File: src/rtl/imm_enc_pkg.sv
// Shared immediate-format constants for the encoder and the core's immediate-extend logic.
// Provides the immsrc codes, per-format field masks and the field-placement helper.
package imm_enc_pkg;

    localparam logic [1:0] IMMSRC_I = 2'b00;
    localparam logic [1:0] IMMSRC_S = 2'b01;
    localparam logic [1:0] IMMSRC_B = 2'b10;
    localparam logic [1:0] IMMSRC_J = 2'b11;

    localparam logic [31:0] IMM_MASK_I = 32'hFFF0_0000;
    localparam logic [31:0] IMM_MASK_S = 32'hFE00_0F80;
    localparam logic [31:0] IMM_MASK_B = 32'hFE00_0F80;
    localparam logic [31:0] IMM_MASK_J = 32'hFFFF_F000;

    function automatic logic [31:0] imm_mask(input logic [1:0] immsrc);
        case (immsrc)
            IMMSRC_I: imm_mask = IMM_MASK_I;
            IMMSRC_S: imm_mask = IMM_MASK_S;
            IMMSRC_B: imm_mask = IMM_MASK_B;
            IMMSRC_J: imm_mask = IMM_MASK_J;
            default:  imm_mask = IMM_MASK_I;
        endcase
    endfunction

    // Scatter the immediate into its instruction bit positions; bits outside the field are zero.
    function automatic logic [31:0] imm_place(input logic [1:0] immsrc, input logic [31:0] imm);
        case (immsrc)
            IMMSRC_I: imm_place = {imm[11:0], 20'h0_0000};
            IMMSRC_S: imm_place = {imm[11:5], 13'h0000, imm[4:0], 7'h00};
            IMMSRC_B: imm_place = {imm[12], imm[10:5], 13'h0000, imm[4:1], imm[11], 7'h00};
            IMMSRC_J: imm_place = {imm[20], imm[10:1], imm[11], imm[19:12], 12'h000};
            default:  imm_place = 32'h0000_0000;
        endcase
    endfunction

endpackage

File: src/rtl/imm_range_check.sv
// Combinational range/alignment check for an immediate in a given RISC-V format.
// Only instantiated when IMM_ENC_RANGE_CHECK_EN is defined.
module imm_range_check
    import imm_enc_pkg::*;
(
    input  logic [1:0]  immsrc,
    input  logic [31:0] imm,
    output logic        err
);

    logic sext12_ok_s;
    logic sext13_ok_s;
    logic sext21_ok_s;
    logic unused_imm_s;

    // A field fits when every bit above its sign bit copies the sign.
    assign sext12_ok_s  = (&imm[31:11]) | ~(|imm[31:11]);
    assign sext13_ok_s  = (&imm[31:12]) | ~(|imm[31:12]);
    assign sext21_ok_s  = (&imm[31:20]) | ~(|imm[31:20]);
    assign unused_imm_s = ^imm[10:1];

    // Select the rule for the requested format.
    always_comb begin
        err = 1'b0;
        case (immsrc)
            IMMSRC_I: err = ~sext12_ok_s;
            IMMSRC_S: err = ~sext12_ok_s;
            IMMSRC_B: err = ~sext13_ok_s | imm[0];
            IMMSRC_J: err = ~sext21_ok_s | imm[0];
            default:  err = 1'b0;
        endcase
    end

endmodule

File: src/rtl/imm_encode.sv
// Two-stage valid/ready immediate encoder packing a signed immediate into I/S/B/J positions.
// Define IMM_ENC_RANGE_CHECK_EN to compile the range/alignment check, out_err and err_count.
module imm_encode
    import imm_enc_pkg::*;
#(
    parameter int ENC_CNT_W = 16
) (
    input  logic                 clk,
    input  logic                 reset,
    input  logic                 in_valid,
    output logic                 in_ready,
    input  logic [1:0]           in_immsrc,
    input  logic [31:0]          in_imm,
    input  logic [31:0]          in_base,
    output logic                 out_valid,
    input  logic                 out_ready,
    output logic [31:0]          out_instr,
    output logic                 out_err,
    output logic [ENC_CNT_W-1:0] enc_count,
    output logic [7:0]           err_count
);

    logic                 s1_v_q, s1_v_d;
    logic [31:0]          s1_base_q, s1_base_d;
    logic [31:0]          s1_mask_q, s1_mask_d;
    logic [31:0]          s1_place_q, s1_place_d;
    logic                 s2_v_q, s2_v_d;
    logic [31:0]          out_instr_q, out_instr_d;
    logic [ENC_CNT_W-1:0] enc_count_q, enc_count_d;
    logic                 s1_rdy_s, s2_rdy_s, out_hs_s;
`ifdef IMM_ENC_RANGE_CHECK_EN
    logic                 range_err_s;
    logic                 s1_err_q, s1_err_d;
    logic                 out_err_q, out_err_d;
    logic [7:0]           err_count_q, err_count_d;

    imm_range_check u_range_check (
        .immsrc (in_immsrc),
        .imm    (in_imm),
        .err    (range_err_s)
    );
`endif

    assign s2_rdy_s = ~s2_v_q | out_ready;
    assign s1_rdy_s = ~s1_v_q | s2_rdy_s;
    assign out_hs_s = s2_v_q & out_ready;

    // Next-state logic for both pipeline stages and the handshake counters.
    always_comb begin
        s1_v_d      = s1_v_q;
        s1_base_d   = s1_base_q;
        s1_mask_d   = s1_mask_q;
        s1_place_d  = s1_place_q;
        s2_v_d      = s2_v_q;
        out_instr_d = out_instr_q;
        enc_count_d = enc_count_q;
        if (s1_rdy_s) begin
            s1_v_d = in_valid;
        end else begin
            s1_v_d = s1_v_q;
        end
        if (in_valid && s1_rdy_s) begin
            s1_base_d  = in_base;
            s1_mask_d  = imm_mask(in_immsrc);
            s1_place_d = imm_place(in_immsrc, in_imm);
        end else begin
            s1_base_d  = s1_base_q;
        end
        if (s2_rdy_s) begin
            s2_v_d = s1_v_q;
        end else begin
            s2_v_d = s2_v_q;
        end
        if (s1_v_q && s2_rdy_s) begin
            out_instr_d = (s1_base_q & ~s1_mask_q) | s1_place_q;
        end else begin
            out_instr_d = out_instr_q;
        end
        if (out_hs_s) begin
            enc_count_d = enc_count_q + ENC_CNT_W'(1);
        end else begin
            enc_count_d = enc_count_q;
        end
`ifdef IMM_ENC_RANGE_CHECK_EN
        s1_err_d    = s1_err_q;
        out_err_d   = out_err_q;
        err_count_d = err_count_q;
        if (in_valid && s1_rdy_s) begin
            s1_err_d = range_err_s;
        end else begin
            s1_err_d = s1_err_q;
        end
        if (s1_v_q && s2_rdy_s) begin
            out_err_d = s1_err_q;
        end else begin
            out_err_d = out_err_q;
        end
        if (out_hs_s && out_err_q && (err_count_q != 8'hFF)) begin
            err_count_d = err_count_q + 8'd1;
        end else begin
            err_count_d = err_count_q;
        end
`endif
    end

    // Pipeline and counter registers; reset wins over any handshake.
    always_ff @(posedge clk) begin
        if (reset) begin
            s1_v_q      <= 1'b0;
            s1_base_q   <= 32'h0000_0000;
            s1_mask_q   <= 32'h0000_0000;
            s1_place_q  <= 32'h0000_0000;
            s2_v_q      <= 1'b0;
            out_instr_q <= 32'h0000_0000;
            enc_count_q <= '0;
`ifdef IMM_ENC_RANGE_CHECK_EN
            s1_err_q    <= 1'b0;
            out_err_q   <= 1'b0;
            err_count_q <= 8'h00;
`endif
        end else begin
            s1_v_q      <= s1_v_d;
            s1_base_q   <= s1_base_d;
            s1_mask_q   <= s1_mask_d;
            s1_place_q  <= s1_place_d;
            s2_v_q      <= s2_v_d;
            out_instr_q <= out_instr_d;
            enc_count_q <= enc_count_d;
`ifdef IMM_ENC_RANGE_CHECK_EN
            s1_err_q    <= s1_err_d;
            out_err_q   <= out_err_d;
            err_count_q <= err_count_d;
`endif
        end
    end

    assign in_ready  = s1_rdy_s;
    assign out_valid = s2_v_q;
    assign out_instr = out_instr_q;
    assign enc_count = enc_count_q;
`ifdef IMM_ENC_RANGE_CHECK_EN
    assign out_err   = out_err_q;
    assign err_count = err_count_q;
`else
    assign out_err   = 1'b0;
    assign err_count = 8'h00;
`endif

endmodule
File: config.mk
export PLATFORM = sky130hd
export DESIGN_NAME = imm_encode
export DESIGN_NICKNAME = d
export VERILOG_FILES = /design/src/rtl/imm_enc_pkg.sv /design/src/rtl/imm_range_check.sv /design/src/rtl/imm_encode.sv
export SDC_FILE = /design/constraint.sdc
export NUM_CORES = 1
export LEC_CHECK = 0
export ABC_AREA = 1
export CAP_MARGIN = 30
export CORE_ASPECT_RATIO = 0.75
export CORE_UTILIZATION = 50
export DETAILED_ROUTE_END_ITERATION = 16
export PLACE_DENSITY = 0.84
export SLEW_MARGIN = 10
export SYNTH_ARGS = -nofsm -noshare
export SYNTH_HDL_FRONTEND = slang
export SYNTH_SLANG_ARGS = --single-unit
File: constraint.sdc
create_clock -name clk -period 4.4 [get_ports clk]
set_clock_uncertainty 0.15 [all_clocks]
set_input_delay 0.66 -clock clk [delete_from_list [all_inputs] [get_ports clk]]
set_output_delay 0.66 -clock clk [all_outputs]
set_load 0.02 [all_outputs]
# Yosys cells after proc, flatten, opt, wreduce, memory -nomap -nowiden
# Index checks and enable logic that the tools add are counted.
# classes
n_addsub	1
eq_ne	3
muxes	2
bitwise_logic	8
reduce_logical	4
# ops
op	count
$pmux W32 S4	1
$pmux W32 S3	1
$and A32 B32 Y32	1
$not A32 Y32	1
$or A32 B32 Y32	1
$add A16 B1 Y16 const B	1
$eq A2 B2 Y1 const B	2
$eq A2 B1 Y1 const B	1
$logic_and A1 B1 Y1	2
$logic_not A2 Y1	1
$not A1 Y1	2
$or A1 B1 Y1	2
$reduce_or A2 Y1	1
$and A1 B1 Y1	1
# word_totals
reg_bits	146
input_bits	70
out_inout_bits	59
word_cells	25

# Longest topological paths before layout
# Gate-level depths: netlist of the first run.
# depth
word_depth	4
depth_mapped	8

# Worst setup path before layout of the first run
# Ideal clock, no wire load.
# synth_path
kind	input -> register
startpoint	input port in_immsrc[0]
endpoint	register s1_place_q[20]
arrival_time_ps	1636
required_ps	4180
setup_slack_ps	2544
cell_stages	6
n_path_buf	1
cell_sequence	inv_1 -> ha_1 -> buf_2 -> nor2_1 -> a22oi_1 -> a21oi_1
# synth_between
elab_chain_len	2
word_cells_on_any_way	5
cone_classes	eq/ne (3); mux (1); reduce/logical (1)
# synth_lines
item	line_no	source
from (decl)	imm_encode.sv:12	input logic [1:0] in_immsrc,
$eq A2 B2 Y1, or another cell as far along	imm_enc_pkg.sv:27	case (immsrc)
$pmux W32 S4 (*)	imm_enc_pkg.sv:27	
to (signal assigned)	imm_encode.sv:125	s1_place_q <= s1_place_d;
to (decl)	imm_encode.sv:26	logic [31:0] s1_place_q, s1_place_d;
# Mark *: on every way between the ends. The rest lies on a longest branch, timed or not. The select of a mux whose other input is x is not followed.
# A chain may end at the register's enable or synchronous reset.

# Worst setup path after layout of the first run
# layout_path
startpoint	input port out_ready
endpoint	output port in_ready
# layout_between
elab_chain_len	2
# layout_lines
item	line_no	source
from (decl)	imm_encode.sv:16	input logic out_ready,
$or A1 B1 Y1	imm_encode.sv:44	assign s2_rdy_s = ~s2_v_q | out_ready;
$or A1 B1 Y1	imm_encode.sv:45	assign s1_rdy_s = ~s1_v_q | s2_rdy_s;
to (decl)	imm_encode.sv:11	output logic in_ready,
# Every way passes these cells.

==> flow_summary.yaml, run 1 <==
placement:
  place_congestion: 0.838
  placed_cells: 746
  place_ws_ns: 1.61
  io_buffer_count: 108
  dp_hpwl_mm: 7.30
  postPlaceCellArea_um2: 5440
synthesis:
  synth_edf_count: 0
  synth_top_cell_by_area: "dfxtp_1"
  syn_inst: 558
  ys_seq_elements: 111
  ys_types: 27
  synth.area.top_cells: "dfxtp_1 (51%), nor2_1 (10%), o21ai_0 (9.7%)"
  synthArstFlopShare_pct: 0
  yosysTopAreaCellShare_pct: 50.9
  syn-cell-area_um2: 4370
  yosysSeqAreaShare_pct: 50.9
  synthFlopType: "dfxtp_1"
  post_synth.cell_area_avg_um2: 7.83
  ys.warnings.count: 0
drt:
  ant_nets: 0
  drt_iter0_markers: 245
  drcViolationCount: 0
  viasPerCell: 5.18
  totalWireLength_mm: 10.6
  routedWlPerCell_um: 13.9
  drt_first_pass_iters: 4
  vias: 3949
cells_and_area:
  finalInstanceArea_um2: 5720
  syn_to_final_growth_pct: 30.9
  utilization_pct: 67.6
  layout_common_cells: "nor2_1 (118), dfxtp_1 (111), clkdlybuf4s50_1 (108)"
  final_cells: 762
  diodes: 0
  drive_above_1_share_pct: 5.20
  fillers: 735
  layout_commonest_cell: "nor2_1"
  nets: 725
min_path:
  min_path_type: "reg -> reg"
clock_tree:
  hold_buffers: 0
  cts_tree: "done"
  cts_inserted_buffers: 9
  root_buffer: "clkbuf_16"
  cts_resized: 0
  cts.sinks: 111
  clk_latency_ns: 0.34
  htreeDepth: 3
  clk_path_buf_depth: 2
  path_clk_slew_ns: 0.07
  post_cts_buffers: 0
grt:
  grt_pass1_vias: 3740
  grt_first_pass_wirelength_mm: 17.3
  antenna_found_initial: 0
  gr-total-overflow: 0
  grt_util_all_layers_pct: 24.1
  grt_max_degree: 63
setup_path:
  cp_common_cell: "clkdlybuf4s50_1"
  worstPathArrival_ns: 1.92
  slowest_stage: "clkdlybuf4s50_1"
  cp_max_fo: 3
  crit_required_ns: 3.59
  cpPeakStageDelay_ns: 0.61
  crit_path_end_kind: "primary output"
  start_kind: "input port"
  path_class: "in -> out"
  path_cells: "clkdlybuf4s50_1 -> inv_2 -> nand3_2 -> clkdlybuf4s50_1"
floorplanning:
  dieArea_um2: 9110
  die-height_um: 82.9
  io_pins: 129
  dieWidth_um: 110
  start_util_pct: 51.7
  core_area_um2: 8450
  fp-row-count: 29
sta:
  tns_ns: 0
  holdWs_ns: 0.319
  max_freq_ghz: 0.366
  finalSetupViolations: 0
  hold_viol: 0
  maxSlewHeadroom_pct: 40.7
  fin_crit_sh_pct: 62.0
  tightest_slew_ns: 0.888
  drv_slew: 0
  finalCriticalPeriod_ns: 2.73
  rsz0062_at_grt: "no"
  layout_setup_ws_ns: 1.67
power:
  leakagePower_nw: 2.25
  powerDensity_nw_per_um2: 377
  p_total_mw: 2.16
  vdd_drop_max_uv: 230
outcome:
  status: "completed"
run:
  cap_violations: 0
sequential cells by signal (all words and copies together), names as in the netlist:
register and count:
out_instr 32, s1_base_q 32, s1_place_q 25, enc_count 16
s1_mask_q 4, out_valid 1, s1_v_q 1
area by class of cell:
cell class | instances | area (um^2) | share of cell area, %
clock buffer | 10 | 229 | 4.00
inverter | 30 | 113 | 1.97
clock inverter | 6 | 51.3 | 0.897
timing repair buffer | 112 | 1140 | 19.9
tap | 108 | 135 | 2.36
multi-input combinational | 385 | 1830 | 32.0
sequential | 111 | 2220 | 38.9
worst paths after layout:
check,startpoint,end,slack (ns),cells past startpoint
worst max-delay path,out_ready,in_ready,1.67,4
worst min-delay path,s1_place_q[15],s1_place_q[15],0.32,2
worst max register to register,out_valid,out_instr[15],2.52,5
worst min register to register,s1_place_q[15],s1_place_q[15],0.32,2
critical path, delay by kind of cell:
kind                   cells  cell delay [ns]
buffers and inverters      3             1.18
AND/OR/NAND/NOR            1             0.08
report_power, final:
group          switching (mW)  leakage (nW)  internal, mW
clock network           0.379         0.140         0.395
registers              0.0311         0.914          1.06
logic                   0.157          1.20         0.133
Yosys cell counts, drive strengths merged, types with 2 or more instances:
cell type,n
inv,29
o21a,2
nand3,26
nor3,4
nor2,119
buf,29
o21ai,85
nand4,2
dfxtp,111
a21oi,78
nand2,46
ha,6
a211oi,5
clkbuf,11
metal layers:
metal | track usage, % | vias up | share of wire, %
li1 | - | 2013 | -
met1 | 32.0 | 1800 | 45
met2 | 37.9 | 126 | 46
met3 | 6.83 | 10 | 7.0
met4 | 6.91 | 0 | 1.1
met5 | 0 | - | 0
cell families (layout without fill, tap and decap cells):
group,Yosys count,count (layout),synth area share [%]
buffers and inverters,70,158,7.85
AND/OR/NAND/NOR,198,198,18.8
AO/OA/AOI/OAI,172,172,20.7
flip-flops,111,111,50.9
other,1,9,0.0859
adder cells (fa/ha/maj),6,6,1.72
Note: power is estimated with default switching activity, not from simulation.
==> inputs of run 2 (changes only) <==
--- a/config.mk
+++ b/config.mk
@@ -8,9 +8,9 @@
 export ABC_AREA = 1
 export CAP_MARGIN = 30
 export CORE_ASPECT_RATIO = 0.75
-export CORE_UTILIZATION = 50
+export CORE_UTILIZATION = 42
 export DETAILED_ROUTE_END_ITERATION = 16
-export PLACE_DENSITY = 0.84
+export PLACE_DENSITY = 0.75
 export SLEW_MARGIN = 10
 export SYNTH_ARGS = -nofsm -noshare
 export SYNTH_HDL_FRONTEND = slang
==> constraint.sdc (replaced) <==
create_clock -name clk -period 2.5 [get_ports clk]
set_clock_uncertainty 0.15 [all_clocks]
set_input_delay 0.375 -clock clk [delete_from_list [all_inputs] [get_ports clk]]
set_output_delay 0.375 -clock clk [all_outputs]
set_load 0.02 [all_outputs]
==> flow_summary.yaml, run 2 (synthesized netlist as in run 1, its figures left out) <==
power:
  leakagePower_nw: 2.29
  switching_share_pct: 25.2
  powerDensity_nw_per_um2: 664
  pwr-share-seq_pct: 49.9
  p_clk_share_pct: 36.6
  p_int_mw: 2.88
  p_comb_share_pct: 13.5
  p_switching_mw: 0.971
  vdd_drop_max_uv: 377
setup_path:
  crit_path_end_kind: "primary output"
  cp_max_fo: 3
  start_kind: "input port"
  crit_required_ns: 1.98
  worstPathArrival_ns: 1.63
  path_class: "in -> out"
cells_and_area:
  drive_above_1_share_pct: 6.21
  seq_area_um2: 2220
  syn_to_final_growth_pct: 32.9
  nets: 731
  diodes: 0
  finalInstanceArea_um2: 5800
  fillers: 877
  layout_commonest_cell: "nor2_1"
  multiInputGateArea_um2: 1830
  final_cells: 792
  layout_common_cells: "nor2_1 (118), dfxtp_1 (111), clkdlybuf4s50_1 (108)"
placement:
  dp_hpwl_mm: 7.70
  postPlaceCellArea_um2: 5500
  place_congestion: 0.807
  io_buffer_count: 108
  placed_cells: 776
grt:
  grt_pass1_vias: 3814
  grt_util_all_layers_pct: 20.6
  gr-total-overflow: 0
  grt_max_degree: 46
  antenna_found_initial: 0
  grt_first_pass_wirelength_mm: 18.0
sta:
  fin_crit_sh_pct: 86.4
  finalCriticalPeriod_ns: 2.16
  rsz0062_at_grt: "no"
  finalSetupViolations: 0
  hold_viol: 0
  max_freq_ghz: 0.463
  drv_slew: 0
  tns_ns: 0
min_path:
  min_path_type: "reg -> reg"
drt:
  drt_first_pass_iters: 5
  dr.max_layer_used: "met4"
  routedWlPerCell_um: 13.8
  ant_nets: 0
  dr_wl_met3_um: 513
  totalWireLength_mm: 10.9
  vias: 3985
  wl_met1_mm: 5.23
  wl_met2_mm: 5.01
  viasPerCell: 5.03
  drt_iter0_markers: 220
  drcViolationCount: 0
clock_tree:
  clk_latency_ns: 0.34
  cts_resized: 0
  htreeDepth: 3
  cts_tree: "done"
  cts_inserted_buffers: 9
  post_cts_buffers: 0
  cts.sinks: 111
  hold_buffers: 0
  clk_path_buf_depth: 2
  path_clk_slew_ns: 0.07
  root_buffer: "clkbuf_16"
floorplanning:
  start_util_pct: 44.1
  die-height_um: 90.3
  dieArea_um2: 10800
  fp-row-count: 31
  io_pins: 129
  dieWidth_um: 120
  core_area_um2: 9890
outcome:
  status: "completed"
run:
  cap_violations: 0
run 2: cell count changes in the layout (fill, tap and decap cells not counted), sizes merged:
| cell | change |
|---|---|
| inv | -1 |
| buf | +6 |
| clkinv | -1 |
| clkbuf | +2 |
run 2: per-layer routing:
metal | track usage (%) | vias to the layer above
met3 | 3.85 | 20
met1 | 28.1 | 1812
li1 | - | 2024
met4 | 6.46 | 0
met2 | 32.8 | 129
met5 | 0 | -
run 2: worst max-delay path, stage by stage:
cell,delay (ns)
clkdlybuf4s50_1,0.51
inv_2,0.05
nand3_2,0.08
clkdlybuf4s50_1,0.61
run 2: through the flow:
stage | worst slack (ns) | hold slack, ns | util [%] | power (mW)
finish | 0.340 | 0.319 | 58.7 | 3.85
CTS | 0.337 | 0.320 | 58.7 | 3.89
global placement | 0.339 | 0.303 | 55.6 | 2.46
floorplan | 0.929 | 0.293 | - | 2.25
detailed placement | 0.339 | 0.305 | 55.6 | 2.48
global route | 0.292 | 0.340 | 58.7 | 4.02
run 2: path summary, 6_finish.rpt:
kind | start | endpoint | slack (ns) | depth (start not counted)
worst max-delay path | out_ready | in_ready | 0.34 | 4
worst min-delay path | s1_place_q[11] | s1_place_q[11] | 0.32 | 2
worst max register to register | enc_count[1] | enc_count[14] | 0.85 | 7
worst min register to register | s1_place_q[11] | s1_place_q[11] | 0.32 | 2
run 2: layout make-up:
class | instances | share of cell area [%]
repair buffers | 118 | 20.1
inverters | 30 | 1.94
multi-input cells | 385 | 31.6
clock inverters | 4 | 0.604
well taps | 132 | 2.85
flip-flops and latches | 111 | 38.3
clock buffers | 12 | 4.59
run 2: power by group through the flow:
stage / sequential (mW) / combinational [mW] / clock, mW
after global placement: 1.96 / 0.506 / 0
final: 1.92 / 0.519 / 1.41
after detailed placement: 1.96 / 0.517 / 0
after CTS: 1.92 / 0.520 / 1.44
after floorplan: 2.00 / 0.249 / 0
after global routing: 1.93 / 0.569 / 1.52
==> inputs of run 3 (changes only) <==
--- a/config.mk
+++ b/config.mk
@@ -9,6 +9,7 @@
 export CAP_MARGIN = 30
 export CORE_ASPECT_RATIO = 0.75
 export CORE_UTILIZATION = 42
+export CTS_CLUSTER_SIZE = 20
 export DETAILED_ROUTE_END_ITERATION = 16
 export PLACE_DENSITY = 0.75
 export SLEW_MARGIN = 10
==> results of run 3 <==
No change in the layout: final DEF, timing and power equal those of run 2.
